[config.mk]
export PLATFORM = sky130hd
export DESIGN_NAME = sdram_cmd
export DESIGN_NICKNAME = d
export VERILOG_FILES = /design/src/rtl/sdram_cmd_pkg.sv /design/src/rtl/sdram_cmd_bank_timer.sv /design/src/rtl/sdram_cmd.sv
export SDC_FILE = /design/constraint.sdc
export NUM_CORES = 1
export LEC_CHECK = 0
export ABC_CLOCK_PERIOD_IN_PS = 3350
export BUFFER_PORTS_ARGS = -buffer_cell sky130_fd_sc_hd__buf_2
export CORE_AREA = 3 3 159 161
export DETAILED_ROUTE_END_ITERATION = 8
export DIE_AREA = 0 0 162 164
export PLACE_DENSITY = 0.66
export SETUP_SLACK_MARGIN = 0.2
export SLEW_MARGIN = 10
export SYNTH_ARGS = -nofsm -noshare
export SYNTH_HDL_FRONTEND = slang
export SYNTH_SLANG_ARGS = --single-unit
[constraint.sdc]
create_clock -name CLK -period 3.35 [get_ports CLK]
set_input_delay 0.335 -clock CLK [delete_from_list [all_inputs] [get_ports CLK]]
set_output_delay 0.335 -clock CLK [all_outputs]
set_load 0.01 [all_outputs]
[src/rtl/sdram_cmd_pkg.sv]
// SDRAM_PKG: shared types and constants for the SDRAM command issuer.
//   op_t     - command opcodes accepted on the request interface
//   cmd_t    - request payload {op, bank, addr, data}
//   PIN_*    - {CS_N, RAS_N, CAS_N, WE_N} encodings driven onto the SDRAM
//   cnt_load - value loaded into a spacing counter for a t-cycle gap
//   cnt_dec  - saturating decrement of a spacing counter
package SDRAM_PKG;

  localparam int BA_W     = 2;
  localparam int A_W      = 13;
  localparam int DQ_W     = 16;
  localparam int CNT_W    = 8;
  localparam int PALL_BIT = 10;

  typedef enum logic [2:0] {
    OP_NOP,
    OP_MRS,
    OP_REF,
    OP_PRE,
    OP_ACT,
    OP_READ,
    OP_WRITE
  } op_t;

  typedef struct packed {
    op_t             op;
    logic [BA_W-1:0] bank;
    logic [A_W-1:0]  addr;
    logic [DQ_W-1:0] data;
  } cmd_t;

  localparam logic [3:0] PIN_NOP   = 4'b0111;
  localparam logic [3:0] PIN_MRS   = 4'b0000;
  localparam logic [3:0] PIN_REF   = 4'b0001;
  localparam logic [3:0] PIN_PRE   = 4'b0010;
  localparam logic [3:0] PIN_ACT   = 4'b0011;
  localparam logic [3:0] PIN_READ  = 4'b0101;
  localparam logic [3:0] PIN_WRITE = 4'b0100;

  // A counter loaded with t-1 reaches 0 exactly t cycles after the accept.
  function automatic logic [CNT_W-1:0] cnt_load(input int t);
    if (t <= 1) return '0;
    return CNT_W'(t - 1);
  endfunction

  function automatic logic [CNT_W-1:0] cnt_dec(input logic [CNT_W-1:0] c);
    return (c == '0) ? c : c - 1'b1;
  endfunction

endpackage

[src/rtl/sdram_cmd_bank_timer.sv]
// sdram_bank_timer: per-bank open flag and spacing counters.
//   i_clk, i_rst            - clock, synchronous active-high reset
//   i_act, i_pre, i_wr      - legal ACT / PRE / WRITE issued to this bank
//   o_open                  - bank has an open row
//   o_rp_ok                 - PRE->ACT/REF gap met
//   o_rcd_ok                - ACT->READ/WRITE gap met
//   o_ras_ok                - ACT->PRE gap met
//   o_rc_ok                 - ACT->ACT gap met
//   o_dpl_ok                - WRITE->PRE gap met
module sdram_bank_timer
  import SDRAM_PKG::*;
#(
  parameter int tRC  = 9,
  parameter int tRAS = 6,
  parameter int tRP  = 3,
  parameter int tRCD = 3,
  parameter int tDPL = 2
) (
  input  logic i_clk,
  input  logic i_rst,
  input  logic i_act,
  input  logic i_pre,
  input  logic i_wr,
  output logic o_open,
  output logic o_rp_ok,
  output logic o_rcd_ok,
  output logic o_ras_ok,
  output logic o_rc_ok,
  output logic o_dpl_ok
);

  logic             r_open;
  logic [CNT_W-1:0] r_rp;
  logic [CNT_W-1:0] r_rcd;
  logic [CNT_W-1:0] r_ras;
  logic [CNT_W-1:0] r_rc;
  logic [CNT_W-1:0] r_dpl;

  always_ff @(posedge i_clk) begin
    if (i_rst) begin
      r_open <= 1'b0;
      r_rp   <= '0;
      r_rcd  <= '0;
      r_ras  <= '0;
      r_rc   <= '0;
      r_dpl  <= '0;
    end else begin
      // ACT and PRE never arrive together: one command is issued per cycle.
      if (i_act)      r_open <= 1'b1;
      else if (i_pre) r_open <= 1'b0;
      r_rp  <= i_pre ? cnt_load(tRP)  : cnt_dec(r_rp);
      r_rcd <= i_act ? cnt_load(tRCD) : cnt_dec(r_rcd);
      r_ras <= i_act ? cnt_load(tRAS) : cnt_dec(r_ras);
      r_rc  <= i_act ? cnt_load(tRC)  : cnt_dec(r_rc);
      r_dpl <= i_wr  ? cnt_load(tDPL) : cnt_dec(r_dpl);
    end
  end

  assign o_open   = r_open;
  assign o_rp_ok  = (r_rp  == '0);
  assign o_rcd_ok = (r_rcd == '0);
  assign o_ras_ok = (r_ras == '0);
  assign o_rc_ok  = (r_rc  == '0);
  assign o_dpl_ok = (r_dpl == '0);

endmodule

[src/rtl/sdram_cmd.sv]
// sdram_cmd: accepts one command per handshake, enforces SDRAM timing and
// bank-state legality, and drives the command onto the SDRAM pins for one
// cycle after acceptance.
//   CLK, RESET_IN              - clock, synchronous active-high reset
//   CMD_DATA_IN, CMD_REQ_IN    - request payload and valid
//   CMD_ACK_OUT                - request accepted this cycle (combinational)
//   BANK_ACTIVE_OUT            - at least one bank has an open row
//   ERROR_OUT                  - pulse after an illegal command was accepted
//   SD_CS_N..SD_WE_N           - SDRAM command pins
//   SD_BA_OUT, SD_A_OUT        - bank and row/column/mode address
module sdram_cmd
  import SDRAM_PKG::*;
#(
  parameter int tRC   = 9,
  parameter int tRAS  = 6,
  parameter int tRP   = 3,
  parameter int tRCD  = 3,
  parameter int tMRD  = 2,
  parameter int tDPL  = 2,
  parameter int BANKS = 4
) (
  input  logic            CLK,
  input  logic            RESET_IN,
  input  cmd_t            CMD_DATA_IN,
  input  logic            CMD_REQ_IN,
  output logic            CMD_ACK_OUT,
  output logic            BANK_ACTIVE_OUT,
  output logic            ERROR_OUT,
  output logic            SD_CS_N,
  output logic            SD_RAS_N,
  output logic            SD_CAS_N,
  output logic            SD_WE_N,
  output logic [BA_W-1:0] SD_BA_OUT,
  output logic [A_W-1:0]  SD_A_OUT
);

  op_t             w_op;
  logic [BA_W-1:0] w_bank;
  logic            w_pall;
  logic            w_g_idle;
  logic            w_ready;
  logic            w_illegal;
  logic            w_issue;
  logic [3:0]      w_pins_nxt;
  logic [BA_W-1:0] w_ba_nxt;
  logic [A_W-1:0]  w_a_nxt;
  logic            w_unused_data;

  logic [BANKS-1:0] w_open, w_rp_ok, w_rcd_ok, w_ras_ok, w_rc_ok, w_dpl_ok;
  logic [BANKS-1:0] w_act_b, w_pre_b, w_wr_b;

  logic [CNT_W-1:0] r_gcnt;
  logic [3:0]       r_pins;
  logic [BA_W-1:0]  r_ba;
  logic [A_W-1:0]   r_a;
  logic             r_err;

  assign w_op          = CMD_DATA_IN.op;
  assign w_bank        = CMD_DATA_IN.bank;
  assign w_pall        = CMD_DATA_IN.addr[PALL_BIT];
  assign w_g_idle      = (r_gcnt == '0);
  assign w_unused_data = &{1'b0, CMD_DATA_IN.data[DQ_W-1:A_W]};

  // Timing readiness is judged independently of legality: an illegal
  // command still waits for its gaps before being acked and dropped.
  always_comb begin
    w_ready   = 1'b0;
    w_illegal = 1'b0;
    case (w_op)
      OP_NOP:  w_ready = 1'b1;
      OP_MRS: begin
        w_ready   = w_g_idle;
        w_illegal = |w_open;
      end
      OP_REF: begin
        w_ready   = w_g_idle && (&w_rp_ok);
        w_illegal = |w_open;
      end
      OP_PRE:  w_ready = w_g_idle && (w_pall ? (&w_ras_ok && &w_dpl_ok)
                                             : (w_ras_ok[w_bank] && w_dpl_ok[w_bank]));
      OP_ACT: begin
        w_ready   = w_g_idle && w_rp_ok[w_bank] && w_rc_ok[w_bank];
        w_illegal = w_open[w_bank];
      end
      OP_READ, OP_WRITE: begin
        w_ready   = w_g_idle && w_rcd_ok[w_bank];
        w_illegal = !w_open[w_bank];
      end
      default: w_ready = 1'b0;
    endcase
  end

  assign CMD_ACK_OUT = CMD_REQ_IN && !RESET_IN && w_ready;
  assign w_issue     = CMD_ACK_OUT && !w_illegal && (w_op != OP_NOP);

  always_comb begin
    w_pins_nxt = PIN_NOP;
    w_ba_nxt   = '0;
    w_a_nxt    = '0;
    if (w_issue) begin
      w_ba_nxt = w_bank;
      case (w_op)
        OP_MRS: begin
          w_pins_nxt = PIN_MRS;
          w_a_nxt    = CMD_DATA_IN.data[A_W-1:0];
        end
        OP_REF:   w_pins_nxt = PIN_REF;
        OP_PRE: begin
          w_pins_nxt = PIN_PRE;
          w_a_nxt    = CMD_DATA_IN.addr;
        end
        OP_ACT: begin
          w_pins_nxt = PIN_ACT;
          w_a_nxt    = CMD_DATA_IN.addr;
        end
        OP_READ: begin
          w_pins_nxt = PIN_READ;
          w_a_nxt    = CMD_DATA_IN.addr;
        end
        OP_WRITE: begin
          w_pins_nxt = PIN_WRITE;
          w_a_nxt    = CMD_DATA_IN.addr;
        end
        default:  w_pins_nxt = PIN_NOP;
      endcase
    end
  end

  for (genvar b = 0; b < BANKS; b++) begin : g_bank
    assign w_act_b[b] = w_issue && (w_op == OP_ACT)   && (w_bank == BA_W'(b));
    assign w_wr_b[b]  = w_issue && (w_op == OP_WRITE) && (w_bank == BA_W'(b));
    assign w_pre_b[b] = w_issue && (w_op == OP_PRE)   && (w_pall || (w_bank == BA_W'(b)));

    sdram_bank_timer #(
      .tRC  (tRC),
      .tRAS (tRAS),
      .tRP  (tRP),
      .tRCD (tRCD),
      .tDPL (tDPL)
    ) u_timer (
      .i_clk    (CLK),
      .i_rst    (RESET_IN),
      .i_act    (w_act_b[b]),
      .i_pre    (w_pre_b[b]),
      .i_wr     (w_wr_b[b]),
      .o_open   (w_open[b]),
      .o_rp_ok  (w_rp_ok[b]),
      .o_rcd_ok (w_rcd_ok[b]),
      .o_ras_ok (w_ras_ok[b]),
      .o_rc_ok  (w_rc_ok[b]),
      .o_dpl_ok (w_dpl_ok[b])
    );
  end

  always_ff @(posedge CLK) begin
    if (RESET_IN) begin
      r_gcnt <= '0;
      r_pins <= PIN_NOP;
      r_ba   <= '0;
      r_a    <= '0;
      r_err  <= 1'b0;
    end else begin
      r_pins <= w_pins_nxt;
      r_ba   <= w_ba_nxt;
      r_a    <= w_a_nxt;
      r_err  <= CMD_ACK_OUT && w_illegal;
      if (w_issue && (w_op == OP_MRS))      r_gcnt <= cnt_load(tMRD);
      else if (w_issue && (w_op == OP_REF)) r_gcnt <= cnt_load(tRC);
      else                                  r_gcnt <= cnt_dec(r_gcnt);
    end
  end

  assign {SD_CS_N, SD_RAS_N, SD_CAS_N, SD_WE_N} = r_pins;
  assign SD_BA_OUT       = r_ba;
  assign SD_A_OUT        = r_a;
  assign ERROR_OUT       = r_err;
  // Open flags are flops, so the OR follows an accept by one cycle.
  assign BANK_ACTIVE_OUT = |w_open;

endmodule
==> impl_results.md <==
- Max-slew violations: 0
- Multi-input gate area: 5393 µm²
- Synth Register Bits: 191
- TritonCTS clock tree: built
- PnR Total Power: 11.35 mW
- Min cycle time layout: 3.029 ns
- 1st-pass router iterations: 4
- Unique masters post-synth: 75
- Post-DP Area: 10270 µm²
- Synthesis-to-layout area growth: 15.23%
- Mean cell area of the mapped netlist: 8.890 µm²
- FP Rows: 57
- Yosys top cell by area: dfxtp_1
- Register area: 3825 µm²
- Final #Nets: 1210
- Worst-path fanout max: 8
- Max-cap violations: 0
- Sequential share of the synthesized area: 0.4008
- Overall routed net length: 19.82 mm
- Sw Pwr: 4.510 mW
- Initial antenna violation count: 0
- Worst rel slew slack: 0.3544
- Post-DP HPWL: 13.68 mm
- Kind of critical path: reg2reg
- Largest net degree at the start of global routing: 61
- Post-synth top area share: 0.4008
- Maximum buffer depth of the clock tree: 2
- Worst Hold Class: in2reg
- Pwr dens: 1032 nW/µm²
- Initial Utilization: 0.3957
- EDFF count, synth: 0
- Hold Vio Cnt, Final: 0
- Post-Layout Inst Area: 10990 µm²
- Worst Clk Skew: 0.01704 ns
- Max Clk Rate: 330.1 MHz
- First-pass GRT wire length: 33.20 mm
- Placer Congestion: 0.7885
- Total track usage: 0.1504
- Yosys warning total: 0
- Later-pin clock latency in the skew report: 0.44 ns
- Die Y: 164 µm
- Iteration-0 DRC Markers: 382
- Flop pwr share: 0.347
- Number of port buffers: 54
- Tcrit/Tclk final: 0.9043
- Syn Inst Count: 1073
- CTS root buf: clkbuf_16
- Drt via density: 5.078
- Clock Power Share: 0.174
- Switching fraction of total power: 0.3975
- Area contributors post-synth: dfxtp_1 (40%), xnor2_1 (6.9%), ha_1 (4.9%)
- Setup crit end kind: flip-flop
- Syn Nets: 1147
- FF-to-FF setup slack: 0.32 ns
- Setup TNS Final: 0 ns
- Die X-Extent: 162 µm
- IO Pins: 59
- Number of global-route vias before repair: 7065
- Actual slew at the worst max-slew pin: 0.9685 ns
- Die footprint: 26570 µm²
- Logic pwr share: 0.479
- Internal: 6.836 mW
- TritonCTS buffer count: 17
- Fillers: 2378
- Post-Syn Area: 9539 µm²
- Grt total ovfl: 0
- CTS sink count: 191
- Drt drc: 0
- Status: finished clean
- Via count: 7480
- CP Launch Type: flip-flop
- RSZ-0062 raised after global routing: false
- Drt wl/cell: 13.45 µm
- Async SR Flop Fraction: 0
- Share of layout cells above drive strength 1: 0.1453
- Core Region: 24110 µm²
- Most frequent cells in the layout: dfxtp_1 (190), nor2_1 (104), nor3_1 (79)
- Critical Path AT: 3.36 ns
- Top FF cell, synth: dfxtp_1
- Peak supply drop: 0.3592 mV
- Leak pwr: 4.570 nW
- Worst Path Required: 3.69 ns
- Leading cell type in the layout, fill and taps excluded: dfxtp_1
- Clock-pin slew on the worst setup and hold paths: 0.08 ns
- H-tree depth: 4
- N_diodes: 0
- Final setup fails: 0
- Detail Route Antenna Nets: 0
-- per-stage QoR --
| stage | setup WS, ns | std cells | hold WS, ns | utilization |
|---|---|---|---|---|
| after floorplan | 0.5446 | 1073 | 0.4360 | - |
| after global placement | 0.3114 | 1437 | 0.4491 | 0.4261 |
| after detailed placement | 0.3290 | 1437 | 0.4601 | 0.4261 |
| after CTS | 0.1583 | 1472 | 0.1925 | 0.4519 |
| after global routing | 0.2002 | 1473 | 0.2108 | 0.4560 |
| final | 0.3207 | 1473 | 0.2062 | 0.4560 |
-- cells in the mapped netlist, drive strengths merged, types with 6 or more instances --
library cell  count
dfxtp           191
nor2            104
nor3             80
nand2            78
xnor2            75
inv              59
nor4             56
a21oi            49
xor2             42
ha               37
and3             27
clkbuf           27
o21ai            26
mux2i            20
nor3b            18
and2             16
or4              16
a21o             14
buf              14
nand3            13
or3              13
nand2b           10
a31oi             9
nor4b             8
nor2b             6
-- sequential cells by signal (all words and copies together) (netlist names), 4 cells and up --
signal and cells:
g_bank.u_timer.r_dpl 32, g_bank.u_timer.r_ras 32, g_bank.u_timer.r_rc 32, g_bank.u_timer.r_rcd 32, g_bank.u_timer.r_rp 32, SD_A_OUT 13, r_gcnt 8, g_bank.u_timer.o_open 4
-- layout make-up --
| cell class | count | share of cell area |
|---|---|---|
| well taps | 324 | 0.03688 |
| multi-input cells | 782 | 0.4906 |
| repair buffers | 85 | 0.05202 |
| inverters | 59 | 0.02015 |
| clock buffers | 17 | 0.03870 |
| clock inverters | 15 | 0.01366 |
| flip-flops and latches | 191 | 0.3480 |
-- metal layers --
metal,global-route usage,routed length (µm),share of wire
met3,0.03203,640,0.032
met5,0,0,0
met2,0.2543,9449,0.48
met4,0.04498,227,0.011
met1,0.1937,9497,0.48
-- logic make-up after synthesis --
family | count (synthesis) | synth area share
AO/OA/AOI/OAI | 141 | 0.1041
XOR/XNOR | 117 | 0.1074
adder cells (fa/ha/maj) | 37 | 0.04853
buffers and inverters | 100 | 0.04460
flip-flops | 191 | 0.4008
multiplexers | 22 | 0.02453
other | 1 | 0.0003931
AND/OR/NAND/NOR | 464 | 0.2695
-- final timing paths --
path                             start                    endpoint  cells after the start
max          g_bank[0].u_timer.r_rc[2]  g_bank[3].u_timer.r_dpl[7]                      8
min                    CMD_DATA_IN[24]                 SD_A_OUT[8]                      4
max reg2reg  g_bank[0].u_timer.r_rc[2]  g_bank[3].u_timer.r_dpl[7]                      8
min reg2reg  g_bank[0].u_timer.r_rp[7]   g_bank[0].u_timer.r_rp[7]                      2
-- worst max-delay path, stage by stage, from the launching register on --
cell and delay [ns]:
dfxtp_1 0.35, or4_4 0.58, nor4_4 0.20, or3b_1 0.43, a211oi_4 0.32, a311oi_4 0.08, buf_4 0.19, a2111o_1 0.53
and3_1 0.22
-- power groups by stage --
stage / registers (mW) / logic (mW) / clock network, mW
floorplan: 3.79 / 4.44 / 0
global placement: 3.93 / 5.25 / 0
detailed placement: 3.95 / 5.35 / 0
CTS: 3.91 / 5.40 / 2.03
global route: 4.06 / 6.23 / 2.11
finish: 3.94 / 5.44 / 1.98
-- timing repair --
| item | CTS | global route |
|---|---|---|
| setup buffers | 3 | 1 |
| pin swaps | 2 | 5 |
| resized for setup | 3 | 15 |
| setup endpoints to repair | 1 | 133 |
| hold buffers | 0 | 0 |
Note: power is estimated with default switching activity, not from simulation.
